## src/rtl/alu_cmd_driver.sv

```systemverilog
// alu_cmd_driver: valid/ready command front end for a registered 8-bit ALU.
// Screens illegal commands, drives the ALU operands, waits out the ALU latency,
// then returns the tagged result with an error flag and a self-check mismatch flag.
module alu_cmd_driver #(
  parameter int unsigned ALU_LAT = 1,
  parameter int unsigned TAG_W   = 4
) (
  input  logic             clock,
  input  logic             reset,
  input  logic             cmd_valid,
  output logic             cmd_ready,
  input  logic [7:0]       cmd_a,
  input  logic [7:0]       cmd_b,
  input  logic [3:0]       cmd_op,
  input  logic [TAG_W-1:0] cmd_tag,
  output logic [7:0]       alu_a,
  output logic [7:0]       alu_b,
  output logic [3:0]       alu_sel,
  input  logic [7:0]       alu_out,
  output logic             rsp_valid,
  input  logic             rsp_ready,
  output logic [7:0]       rsp_data,
  output logic [TAG_W-1:0] rsp_tag,
  output logic             rsp_err,
  output logic             rsp_mismatch,
  output logic [15:0]      txn_count
);

  localparam int unsigned CNT_W = 3;

  typedef enum logic [1:0] {
    S_IDLE = 2'd0,
    S_WAIT = 2'd1,
    S_RESP = 2'd2
  } state_t;

  state_t             r_state;
  logic [CNT_W-1:0]   r_cnt;
  logic [7:0]         r_expected;
  logic [7:0]         r_alu_a;
  logic [7:0]         r_alu_b;
  logic [3:0]         r_alu_sel;
  logic               r_rsp_valid;
  logic [7:0]         r_rsp_data;
  logic [TAG_W-1:0]   r_rsp_tag;
  logic               r_rsp_err;
  logic               r_rsp_mismatch;
  logic [15:0]        r_txn_count;

  logic               w_legal;
  logic               w_div_zero;
  logic [7:0]         w_expected;

  // Command classification: ops 0..3 are legal except divide by zero
  assign w_div_zero = (cmd_op == 4'd3) && (cmd_b == 8'd0);
  assign w_legal    = (cmd_op <= 4'd3) && !w_div_zero;

  // Reference result the ALU output is checked against
  always_comb begin
    w_expected = 8'd0;
    case (cmd_op)
      4'd0:    w_expected = cmd_a + cmd_b;
      4'd1:    w_expected = cmd_a - cmd_b;
      4'd2:    w_expected = cmd_a * cmd_b;
      4'd3:    w_expected = (cmd_b != 8'd0) ? (cmd_a / cmd_b) : 8'hFF;
      default: w_expected = 8'd0;
    endcase
  end

  // Control FSM with all outputs and the datapath registered
  always_ff @(posedge clock) begin
    if (reset) begin
      r_state        <= S_IDLE;
      r_cnt          <= '0;
      r_expected     <= 8'd0;
      r_alu_a        <= 8'd0;
      r_alu_b        <= 8'd0;
      r_alu_sel      <= 4'd0;
      r_rsp_valid    <= 1'b0;
      r_rsp_data     <= 8'd0;
      r_rsp_tag      <= '0;
      r_rsp_err      <= 1'b0;
      r_rsp_mismatch <= 1'b0;
      r_txn_count    <= 16'd0;
    end else begin
      case (r_state)
        S_IDLE: begin
          if (cmd_valid) begin
            r_rsp_tag <= cmd_tag;
            if (w_legal) begin
              r_alu_a    <= cmd_a;
              r_alu_b    <= cmd_b;
              r_alu_sel  <= cmd_op;
              r_expected <= w_expected;
              r_cnt      <= CNT_W'(ALU_LAT);
              r_state    <= S_WAIT;
            end else begin
              // ALU untouched; answer immediately with a fixed error code
              r_rsp_err      <= 1'b1;
              r_rsp_data     <= w_div_zero ? 8'hFF : 8'h00;
              r_rsp_mismatch <= 1'b0;
              r_rsp_valid    <= 1'b1;
              r_state        <= S_RESP;
            end
          end
        end
        S_WAIT: begin
          if (r_cnt == '0) begin
            r_rsp_data     <= alu_out;
            r_rsp_mismatch <= (alu_out != r_expected);
            r_rsp_err      <= 1'b0;
            r_rsp_valid    <= 1'b1;
            r_state        <= S_RESP;
          end else begin
            r_cnt <= r_cnt - CNT_W'(1);
          end
        end
        S_RESP: begin
          if (rsp_ready) begin
            r_rsp_valid <= 1'b0;
            r_txn_count <= r_txn_count + 16'd1;
            r_state     <= S_IDLE;
          end
        end
        default: r_state <= S_IDLE;
      endcase
    end
  end

  assign cmd_ready    = (r_state == S_IDLE);
  assign alu_a        = r_alu_a;
  assign alu_b        = r_alu_b;
  assign alu_sel      = r_alu_sel;
  assign rsp_valid    = r_rsp_valid;
  assign rsp_data     = r_rsp_data;
  assign rsp_tag      = r_rsp_tag;
  assign rsp_err      = r_rsp_err;
  assign rsp_mismatch = r_rsp_mismatch;
  assign txn_count    = r_txn_count;

endmodule

```

## config.mk

```make
export PLATFORM = sky130hd
export DESIGN_NAME = alu_cmd_driver
export DESIGN_NICKNAME = d
export VERILOG_FILES = /design/src/rtl/alu_cmd_driver.sv
export SDC_FILE = /design/constraint.sdc
export NUM_CORES = 1
export LEC_CHECK = 0
export CORE_MARGIN = 2
export CORE_UTILIZATION = 60
export DETAILED_ROUTE_END_ITERATION = 16
export GPL_TIMING_DRIVEN = 0
export PLACE_DENSITY = 0.94
export SKIP_CTS_REPAIR_TIMING = 1
export SLEW_MARGIN = 20
export SYNTH_ARGS = -nofsm -noshare
export SYNTH_HDL_FRONTEND = slang
export SYNTH_SLANG_ARGS = --single-unit
```

## constraint.sdc

```tcl
create_clock -name clock -period 26 [get_ports clock]
set_input_delay 6.5 -clock clock [delete_from_list [all_inputs] [get_ports clock]]
set_output_delay 6.5 -clock clock [all_outputs]
set_load 0.02 [all_outputs]
```

* Yosys cells after proc, flatten, opt, wreduce, memory -nomap -nowiden
Cells that the tools add are included.
W data, S select, Z words.
** Cells by class
- Add/subtract/negate cells :: 4
- $mul :: 1
- Divide/modulo/power cells :: 1
- Order comparisons :: 1
- Equality and inequality tests :: 12
- Multiplexer cells :: 27
- Reduce and logical (&&, ||, !) cells :: 17
** Operators with widths (number)
- $mux W8 :: 5
- $pmux W8 S4 :: 1
- $add A16 B1 Y16 const B :: 1
- $pmux W8 S2 :: 1
- $ne A2 B2 Y1 const B :: 5
- $mux W3 :: 3
- $add A8 B8 Y8 :: 1
- $div A8 B8 Y8 :: 1
- $eq A4 B2 Y1 const B :: 2
- $logic_not A8 Y1 :: 1
- $mul A8 B8 Y8 :: 1
- $mux W1 :: 8
- $mux W2 :: 4
- $ne A8 B8 Y1 :: 1
- $reduce_and A4 Y1 :: 2
- $reduce_bool A8 Y1 :: 1
- $sub A8 B8 Y8 :: 1
- $pmux W2 S3 :: 1
- $pmux W3 S2 :: 1
- $reduce_and A3 Y1 :: 2
- $reduce_and A5 Y1 :: 1
- $eq A4 B1 Y1 const B :: 1
- $le A4 B2 Y1 const B :: 1
- $logic_not A4 Y1 :: 1
- 13 further kinds :: 16
** Storage, ports and cells
- Flip-flop bits (word level) :: 64
- Bits of input ports :: 36
- Output and inout bits :: 52
- Logic and storage cells :: 75

* Depth between registers and ports, before layout
Gate-level depths: netlist of the first run.
- Depth in word-level cells :: 7
- Gate-level depth with buffers :: 48

* Least setup slack after synthesis of the first run
No wires, ideal clock.
- Path type :: input -> register
- Start :: in cmd_b[6]
- End :: reg r_expected[0]
- Library setup time :: 131 ps
- Arrival :: 16142 ps
- Data required time :: 25869 ps
- Slack :: 9728 ps
- Stages :: 42
- Buffers on the path :: 2
- Cells stage by stage :: buf_2 -> nor4_2 -> nand2_1 -> nor2_1 -> a21oi_1 -> a21oi_1 -> ha_1 -> nor4b_1 -> a211oi_1 -> a2bb2oi_1 -> ha_1 -> o211ai_1 -> a211o_4 -> o31ai_1 -> ha_1 -> a21oi_1 -> a21boi_0 -> o21ai_1 -> [... 6 more ...] -> mux2_2 -> ha_1 -> a21oi_1 -> o21ai_0 -> a41oi_1 -> clkbuf_1 -> mux2_2 -> ha_1 -> nand2_1 -> or4_1 -> a21oi_1 -> a41oi_1 -> and2_1 -> a221o_1 -> ha_1 -> a2111o_1 -> a31oi_1 -> o22ai_1
** On the way
- Cells in the longest elaborated chain, start to end :: 5
- Elaborated cells on any way between the ends :: 9
- Those cells by class :: div (1); mux (2); reduce/logical (6)
** Ends and longest elaborated chain
- start: declaration :: RTL line 13 : input logic [7:0] cmd_b,
- parallel branches: the longest is 5 deep, another holds $div A8 B8 Y8
- end signal: assignment :: RTL line 94 : r_expected <= w_expected;
- end: declaration :: RTL line 39 : logic [7:0] r_expected;
Parallel ways; which one is timed is not known.
A chain may end at the register's enable or synchronous reset.

* Worst setup path in the final report of the first run
- Start :: in cmd_b[0]
- End :: reg r_expected[0]
The elaborated chain is that of the path after synthesis.

==> flow_summary.json, run 1 <==
{
  "setup_tns_ns": 0,
  "grt_setup_unrepaired": "false",
  "grt_overflow": 0,
  "synth_edf_count": 0,
  "die_x_um": 100,
  "max_cap_violations": 0,
  "grt_pass1_wl_um": 27300,
  "tightest_slew_ns": 0.980,
  "ys_ff_latch": 64,
  "reg2reg_slack_ns": 23.87,
  "layout-drive-gt1-share_pct": 4.68,
  "drc_errors": 0,
  "power.density_mw_per_mm2": 50.2,
  "wire_per_inst_um": 18.1,
  "vdd_drop_max_v": 0.0000267,
  "netlist_area_mm2": 0.00555,
  "cp.arrival_ns": 18.88,
  "cts_htree_levels": 3,
  "first_iter_violations": 420,
  "cts-root-buf": "clkbuf_8",
  "grt_max_degree": 15,
  "drt-total-wl_um": 16700,
  "cp_slowest_cell": "clkdlybuf4s50_1",
  "ys_types": 62,
  "grt_pass1_vias": 5799,
  "viasPerCell": 6.19,
  "setup_ws_ns": 7.35,
  "initial_utilization_pct": 61.0,
  "utilization_pct": 74.3,
  "vias": 5716,
  "r2r_start": "txn_count[3]$_SDFFE_PP0P_",
  "hold_violations": 0,
  "die_area_mm2": 0.0100,
  "grt.total_usage_pct": 33.9,
  "seq_area_frac_synth_pct": 23.1,
  "dp_hpwl_um": 12500,
  "fin_crit_sh_pct": 71.7,
  "cts-buffers-inserted": 9,
  "fill_cells": 645,
  "startpoint_type": "input port",
  "area_growth_pct": 21.8,
  "layout_common_cells": "nand2_1 (103), clkdlybuf4s50_1 (82), nor2_1 (80)",
  "nets": 924,
  "core_area_mm2": 0.00911,
  "clockBufferDepth": 2,
  "status": "finished clean",
  "slew_violations": 0,
  "synth_async_sr_flop_share_pct": 0,
  "dp_slack_ns": 7.23,
  "p_leak_uw": 0.00274,
  "fin_skew_ns": 0.00731,
  "criticalPathCategory": "input port to flop",
  "rr_worst_depth": 6,
  "path_clk_slew_ns": 0.08,
  "insertedDiodeCount": 0,
  "die-height_um": 100,
  "min_to": "alu_b[1]$_SDFFE_PP0P_",
  "path_common_cell": "ha_1",
  "mostFrequentLayoutCell": "nand2_1",
  "synth-warning-count": 0,
  "cts_tree": "built",
  "worstSkewPairLatency_ns": 0.36,
  "drt_first_pass_iters": 5,
  "std_cell_rows": 35,
  "clkSinkCount": 64,
  "synth_area_per_cell_um2": 7.78,
  "end_kind": "flop",
  "ys.flop_type": "dfxtp_1",
  "relSlewSlack_pct": 33.8,
  "hp-class": "flop to flop",
  "holdPathStages": 2,
  "syn_nets": 831,
  "antenna_left": 0,
  "critPathMaxStageDelay_ns": 0.89,
  "hp-start": "alu_b[1]$_SDFFE_PP0P_",
  "worstPathRequired_ns": 26.22,
  "place_congestion": 0.931,
  "r2r-end": "txn_count[13]$_SDFFE_PP0P_",
  "syn-instance-count": 714,
  "ios": 88,
  "path_max_fanout": 12,
  "period_needed_ns": 18.65,
  "finalSetupViolations": 0,
  "antenna_found_initial": 0,
  "timing.fmax_mhz": 53.6,
  "port_buffers": 82
}
## state kept, by name, indices dropped and copies added (netlist names)
| signal | flops |
|---|---|
| txn_count | 16 |
| alu_a | 8 |
| alu_b | 8 |
| r_expected | 8 |
| rsp_data | 8 |
| alu_sel | 4 |
| rsp_tag | 4 |
| r_cnt | 3 |
| r_state | 2 |
| rsp_err | 1 |
| rsp_mismatch | 1 |
| rsp_valid | 1 |
## cell families (layout without fill, tap and decap cells)
group           Yosys count  in the layout  share of synthesized area, %
buf+inv                  78            176                          5.43
simple gates            260            260                          21.0
mux                      16             16                          3.15
compound gates          157            157                          18.2
fa+ha+maj                81             81                          20.0
xor+xnor                 58             58                          9.15
flops                    64             64                          23.1
## per-stage QoR
stage / instances / hold slack (ns) / total power [µW] / cell area (µm²)
after floorplan: 714 / 0.435 / 195 / 5550
after global placement: 907 / 0.442 / 224 / 6510
after detailed placement: 907 / 0.450 / 229 / 6510
after CTS: 923 / 0.461 / 337 / 6770
after global routing: 923 / 0.479 / 358 / 6770
final: 923 / 0.461 / 340 / 6770
## synthesized netlist by cell type, drive strengths merged, types with 9 or more instances
library cell	count	area share, %
a21oi	55	5.0
clkbuf	26	1.8
nor2	80	5.4
inv	49	3.3
o21a	11	1.5
xnor2	41	6.5
nand2	103	7.0
ha	68	15
xor2	17	2.7
nor2b	10	1.1
o21ai	28	2.5
fa	13	4.7
a31oi	11	1.2
mux2	9	1.9
dfxtp	64	23
nand4	9	1.0
nor3	18	1.6
## per-layer routing
layer,GRT usage (%),up-vias,share of wire (%),wire length (µm)
met5,0,-,0,0
met4,16.5,0,4.1,689
met3,5.71,68,7.8,1300
met2,58.6,304,48,8050
met1,40.6,2691,40,6660
li1,-,2653,-,-
## area by class of cell
class | instances | area [µm²] | area share [%]
clock inverter | 6 | 115 | 1.70
timing repair buffer | 82 | 821 | 12.1
tap | 111 | 139 | 2.05
inverter | 50 | 188 | 2.77
buffer | 28 | 114 | 1.68
sequential | 64 | 1280 | 18.9
clock buffer | 10 | 138 | 2.03
multi-input combinational | 572 | 3970 | 58.7
## how the worst max path moves through the flow
| stage | start | end | slack (ns) | cells after the start |
|---|---|---|---|---|
| 2_1_floorplan | cmd_b[6] | r_expected[0]$_SDFFE_PP0P_ | 9.73 | 42 |
| 3_3_place_gp | cmd_b[0] | r_expected[0]$_SDFFE_PP0P_ | 7.57 | 39 |
| 3_5_place_dp | cmd_b[0] | r_expected[0]$_SDFFE_PP0P_ | 7.23 | 39 |
| 4_1_cts | cmd_b[0] | r_expected[0]$_SDFFE_PP0P_ | 7.56 | 39 |
| 5_1_grt | cmd_b[4] | r_expected[0]$_SDFFE_PP0P_ | 6.75 | 42 |
| 6_report | cmd_b[0] | r_expected[0]$_SDFFE_PP0P_ | 7.35 | 40 |
## where the power goes
part / internal, µW / switching (µW)
Sequential: 101 / 2.14
Combinational: 56.1 / 70.9
Clock: 66.8 / 43.1
Total: 224 / 116
## critical path: cells and delay by family
kind                       cells  cell delay (ns)
adders and majority gates      8             2.83
muxes                          2             0.83
AOI/OAI and AO/OA             22             6.01
and+or+nand+nor                5             0.87
buffers and inverters          3             1.80
No activity file was read; power rests on OpenSTA's default activity.
==> inputs of run 2 (changes only) <==
--- a/config.mk
+++ b/config.mk
@@ -6,10 +6,10 @@
 export NUM_CORES = 1
 export LEC_CHECK = 0
 export CORE_MARGIN = 2
-export CORE_UTILIZATION = 60
+export CORE_UTILIZATION = 55
 export DETAILED_ROUTE_END_ITERATION = 16
 export GPL_TIMING_DRIVEN = 0
-export PLACE_DENSITY = 0.94
+export PLACE_DENSITY = 0.88
 export SKIP_CTS_REPAIR_TIMING = 1
 export SLEW_MARGIN = 20
 export SYNTH_ARGS = -nofsm -noshare
==> constraint.sdc (replaced) <==
create_clock -name clock -period 17.2 [get_ports clock]
set_input_delay 4.3 -clock clock [delete_from_list [all_inputs] [get_ports clock]]
set_output_delay 4.3 -clock clock [all_outputs]
set_load 0.02 [all_outputs]
==> flow_summary.json, run 2 (same netlist as run 1, synthesis figures left out) <==
{
  "status": "finished clean",
  "hold_violations": 0,
  "nets": 924,
  "antenna_found_initial": 0,
  "grt_setup_unrepaired": "false",
  "max_cap_violations": 0,
  "initial_utilization_pct": 56.8,
  "mostFrequentLayoutCell": "nand2_1",
  "layout_common_cells": "nand2_1 (103), clkdlybuf4s50_1 (82), nor2_1 (80)",
  "drt-total-wl_um": 15800,
  "power.density_mw_per_mm2": 68.1,
  "grt_pass1_vias": 5434,
  "placed_cells": 929,
  "insertedDiodeCount": 0,
  "area_growth_pct": 20.9,
  "critPathMaxStageDelay_ns": 0.75,
  "period_needed_ns": 16.41,
  "vdd_drop_max_v": 0.0000329,
  "slew_violations": 0,
  "ios": 88,
  "first_iter_violations": 346,
  "end_kind": "flop",
  "path_clk_slew_ns": 0.06,
  "dp_hpwl_um": 12300,
  "stdcell_count": 944,
  "grt.total_usage_pct": 28.5,
  "clockBufferDepth": 2,
  "fin_crit_sh_pct": 95.4,
  "worstPathRequired_ns": 17.40,
  "worstSkewPairLatency_ns": 0.34,
  "layout-drive-gt1-share_pct": 4.56,
  "cp_slowest_cell": "a41oi_1",
  "viasPerCell": 5.88,
  "cp.arrival_ns": 16.60,
  "drt_first_pass_iters": 5,
  "cts_tree": "built",
  "std_cell_rows": 36,
  "drc_errors": 0,
  "grt_overflow": 0,
  "die_area_mm2": 0.0109,
  "finalSetupViolations": 0,
  "criticalPathCategory": "input port to flop",
  "wire_per_inst_um": 16.7,
  "path_common_cell": "ha_1",
  "largest_reg_flops": 16,
  "grt_pass1_wl_um": 25400,
  "path_max_fanout": 10,
  "timing.fmax_mhz": 61.0,
  "setup_tns_ns": 0,
  "port_buffers": 82,
  "die_x_um": 104,
  "hp-class": "flop to flop",
  "cp_top_family": "compound AO/OA/AOI/OAI gates",
  "critPathBufInv": 2,
  "vias": 5547,
  "place_congestion": 0.898,
  "cts-buffers-inserted": 9,
  "core_area_mm2": 0.00977,
  "startpoint_type": "input port",
  "cts_htree_levels": 3,
  "clkSinkCount": 64,
  "die-height_um": 104,
  "p_leak_uw": 0.00270,
  "antenna_left": 0,
  "cts-root-buf": "clkbuf_8",
  "fin_skew_ns": 0.00942,
  "grt_max_degree": 15,
  "tightest_slew_ns": 0.931,
  "relSlewSlack_pct": 37.1
}
[run 2: power by group]
| group | switching, µW | internal (µW) |
|---|---|---|
| combinational | 105 | 84.7 |
| clock | 57.1 | 55.0 |
| sequential | 3.04 | 153 |
[run 2: path summary, 6_finish.rpt]
kind	startpoint	endpoint	slack (ns)	cells past startpoint
max	cmd_b[4]	r_expected[0]$_SDFFE_PP0P_	0.79	42
min	alu_sel[1]$_SDFFE_PP0P_	alu_sel[1]$_SDFFE_PP0P_	0.45	2
max reg2reg	txn_count[3]$_SDFFE_PP0P_	txn_count[13]$_SDFFE_PP0P_	15.21	6
min reg2reg	alu_sel[1]$_SDFFE_PP0P_	alu_sel[1]$_SDFFE_PP0P_	0.45	2
[run 2: metal layers]
metal | up-vias | routed length, µm | GRT usage, % | share of wire, %
li1 | 2662 | - | - | -
met3 | 42 | 1030 | 4.14 | 6.5
met2 | 231 | 7780 | 50.2 | 49
met4 | 0 | 393 | 11.7 | 2.5
met1 | 2612 | 6560 | 34.5 | 42
met5 | - | 0 | 0 | 0
[run 2: per-stage QoR]
step                power [µW]  cell area [µm²]  hold WS (ns)  utilization, %  setup slack [ns]
global route               485             6710         0.477            68.7             0.122
floorplan                  295             5550         0.435               -              3.13
CTS                        456             6710         0.457            68.7              1.03
global placement           336             6540         0.441            66.9              1.00
detailed placement         344             6540         0.448            66.9             0.703
finish                     457             6710         0.455            68.7             0.793
[run 2: cell type report]
cell class,instances,area (µm²)
multi-input cells,572,3970
fillers,795,3060
flip-flops and latches,64,1280
repair buffers,82,821
inverters,50,188
well taps,133,166
clock buffers,10,138
plain buffers,28,114
clock inverters,5,33.8
[run 2: worst reg2reg max path, stage by stage (launching register included)]
cell and delay (ns):
dfxtp_1 0.43, nand2_1 0.13, or4_1 0.54, nor2_1 0.24
nand2_1 0.12, or3_1 0.32, a21oi_1 0.15
==> inputs of run 3 (changes only) <==
--- a/config.mk
+++ b/config.mk
@@ -5,8 +5,9 @@
 export SDC_FILE = /design/constraint.sdc
 export NUM_CORES = 1
 export LEC_CHECK = 0
+export ABC_AREA = 1
 export CORE_MARGIN = 2
-export CORE_UTILIZATION = 55
+export CORE_UTILIZATION = 56
 export DETAILED_ROUTE_END_ITERATION = 16
 export GPL_TIMING_DRIVEN = 0
 export PLACE_DENSITY = 0.88
==> flow_summary.json, run 3 <==
{
  "status": "finished clean",
  "finalSetupViolations": 0,
  "grt_setup_unrepaired": "false",
  "drt-total-wl_um": 15900,
  "p_leak_uw": 0.00344,
  "clockBufferDepth": 2,
  "yosysMostFrequentCell": "nand2_1",
  "path_clk_slew_ns": 0.08,
  "synth.top_cells.by_area": "dfxtp_1 (22%), ha_1 (14%), nand2_1 (12%)",
  "ys_ff_latch": 64,
  "period_needed_ns": 15.26,
  "netlist_area_mm2": 0.00591,
  "timing.fmax_mhz": 65.5,
  "path_common_cell": "nand2_1",
  "initial_utilization_pct": 57.5,
  "syn_nets": 985,
  "synth_area_per_cell_um2": 6.81,
  "grt_pass1_wl_um": 26000,
  "p_total_uw": 515,
  "ys.flop_type": "dfxtp_1",
  "vdd_drop_max_v": 0.0000407,
  "viasPerCell": 5.48,
  "cp_slowest_cell": "clkdlybuf4s50_1",
  "seq_area_frac_synth_pct": 21.7,
  "ys_types": 47,
  "std_cell_rows": 37,
  "end_kind": "flop",
  "fill_cells": 872,
  "layout-drive-gt1-share_pct": 6.10,
  "hp-class": "flop to flop",
  "power.density_mw_per_mm2": 72.1,
  "fin_skew_ns": 0.0159,
  "cts-root-buf": "clkbuf_8",
  "die_x_um": 107,
  "cp.arrival_ns": 15.51,
  "criticalPathCategory": "input port to flop",
  "syn-instance-count": 868,
  "synthTopCellsByCount": "nand2_1 (192), inv_1 (139), ha_1 (68)",
  "dp_hpwl_um": 12200,
  "path_max_fanout": 12,
  "antenna_found_initial": 0,
  "reg2reg_slack_ns": 14.94,
  "core_area_mm2": 0.0103,
  "first_iter_violations": 353,
  "drc_errors": 0,
  "wire_per_inst_um": 14.4,
  "mostFrequentLayoutCell": "nand2_1",
  "cts-buffers-inserted": 9,
  "synth_async_sr_flop_share_pct": 0,
  "worstSkewPairLatency_ns": 0.36,
  "drt_first_pass_iters": 5,
  "grt_overflow": 0,
  "setup_tns_ns": 0,
  "largest_reg_flops": 16,
  "grt.total_usage_pct": 28.2,
  "cts_htree_levels": 3,
  "startpoint_type": "input port",
  "vias": 6048,
  "grt_pass1_vias": 5584,
  "relSlewSlack_pct": 56.0,
  "yosysTopAreaCell": "dfxtp_1",
  "port_buffers": 83,
  "clkSinkCount": 64,
  "synth_top_area_share_pct": 21.7,
  "hold_violations": 0,
  "max_cap_violations": 0,
  "cts_tree": "built",
  "insertedDiodeCount": 0,
  "ios": 88,
  "fin_crit_sh_pct": 88.7,
  "synth_edf_count": 0,
  "area_growth_pct": 20.8,
  "synth-warning-count": 0,
  "critPathMaxStageDelay_ns": 0.89,
  "slew_violations": 0,
  "antenna_left": 0,
  "worstPathRequired_ns": 17.44,
  "grt_max_degree": 13,
  "tightest_slew_ns": 0.658,
  "nets": 1079,
  "layout_common_cells": "nand2_1 (192), inv_1 (139), clkdlybuf4s50_1 (83)",
  "die-height_um": 107,
  "die_area_mm2": 0.0114,
  "place_congestion": 0.980
}
-- run 3: per-layer routing --
| layer | vias to the layer above | GRT usage (%) | wire length, µm | share of wire [%] |
|---|---|---|---|---|
| met5 | - | 0 | 0 | 0 |
| li1 | 3003 | - | - | - |
| met2 | 221 | 49.0 | 7630 | 48 |
| met3 | 37 | 5.47 | 1040 | 6.5 |
| met4 | 0 | 7.98 | 326 | 2.1 |
| met1 | 2787 | 35.7 | 6900 | 43 |
-- run 3: report_power, final --
part | internal, µW | switching, µW
clock network | 86.3 | 64.9
registers | 155 | 4.25
logic | 82.5 | 122
total | 324 | 191
-- run 3: final timing paths --
check,from,to,cells after the start
worst max-delay path,cmd_b[0],r_expected[0]$_SDFFE_PP0P_,59
worst min-delay path,alu_sel[3]$_SDFFE_PP0P_,alu_sel[3]$_SDFFE_PP0P_,2
worst max register to register,txn_count[0]$_SDFFE_PP0P_,txn_count[12]$_SDFFE_PP0P_,8
worst min register to register,alu_sel[3]$_SDFFE_PP0P_,alu_sel[3]$_SDFFE_PP0P_,2
-- run 3: final cells by class --
class | count | area [µm²] | area share [%]
flip-flops and latches | 64 | 1280 | 17.9
inverters | 142 | 534 | 7.48
multi-input cells | 640 | 4000 | 56.0
well taps | 136 | 170 | 2.38
plain buffers | 22 | 95.1 | 1.33
clock buffers | 10 | 138 | 1.93
repair buffers | 83 | 831 | 11.6
clock inverters | 6 | 91.3 | 1.28
-- run 3: logic make-up (layout without fill, tap and decap cells) --
logic type	count (synthesis)	count (layout)	synth area share (%)
flops	64	64	21.7
mux	1	1	0.169
fa+ha+maj	81	81	18.8
xor+xnor	42	42	6.22
buf+inv	164	263	10.6
simple gates	356	356	27.4
compound gates	160	160	15.1
-- run 3: metrics by stage --
stage | hold WS, ns | worst slack, ns | instance area (µm²) | std cells | utilization, %
floorplan | 0.456 | 4.89 | 5910 | 868 | -
global placement | 0.442 | 2.13 | 6910 | 1087 | 67.2
detailed placement | 0.457 | 1.92 | 6910 | 1087 | 67.2
CTS | 0.468 | 2.25 | 7140 | 1103 | 69.5
global route | 0.498 | 0.985 | 7140 | 1103 | 69.5
finish | 0.468 | 1.94 | 7140 | 1103 | 69.5
-- run 3: worst max-delay path, delay by kind of cell --
family | cells | cell delay, ns
and+or+nand+nor | 28 | 3.60
adders and majority gates | 8 | 2.69
buffers and inverters | 9 | 2.20
AOI/OAI and AO/OA | 14 | 2.69
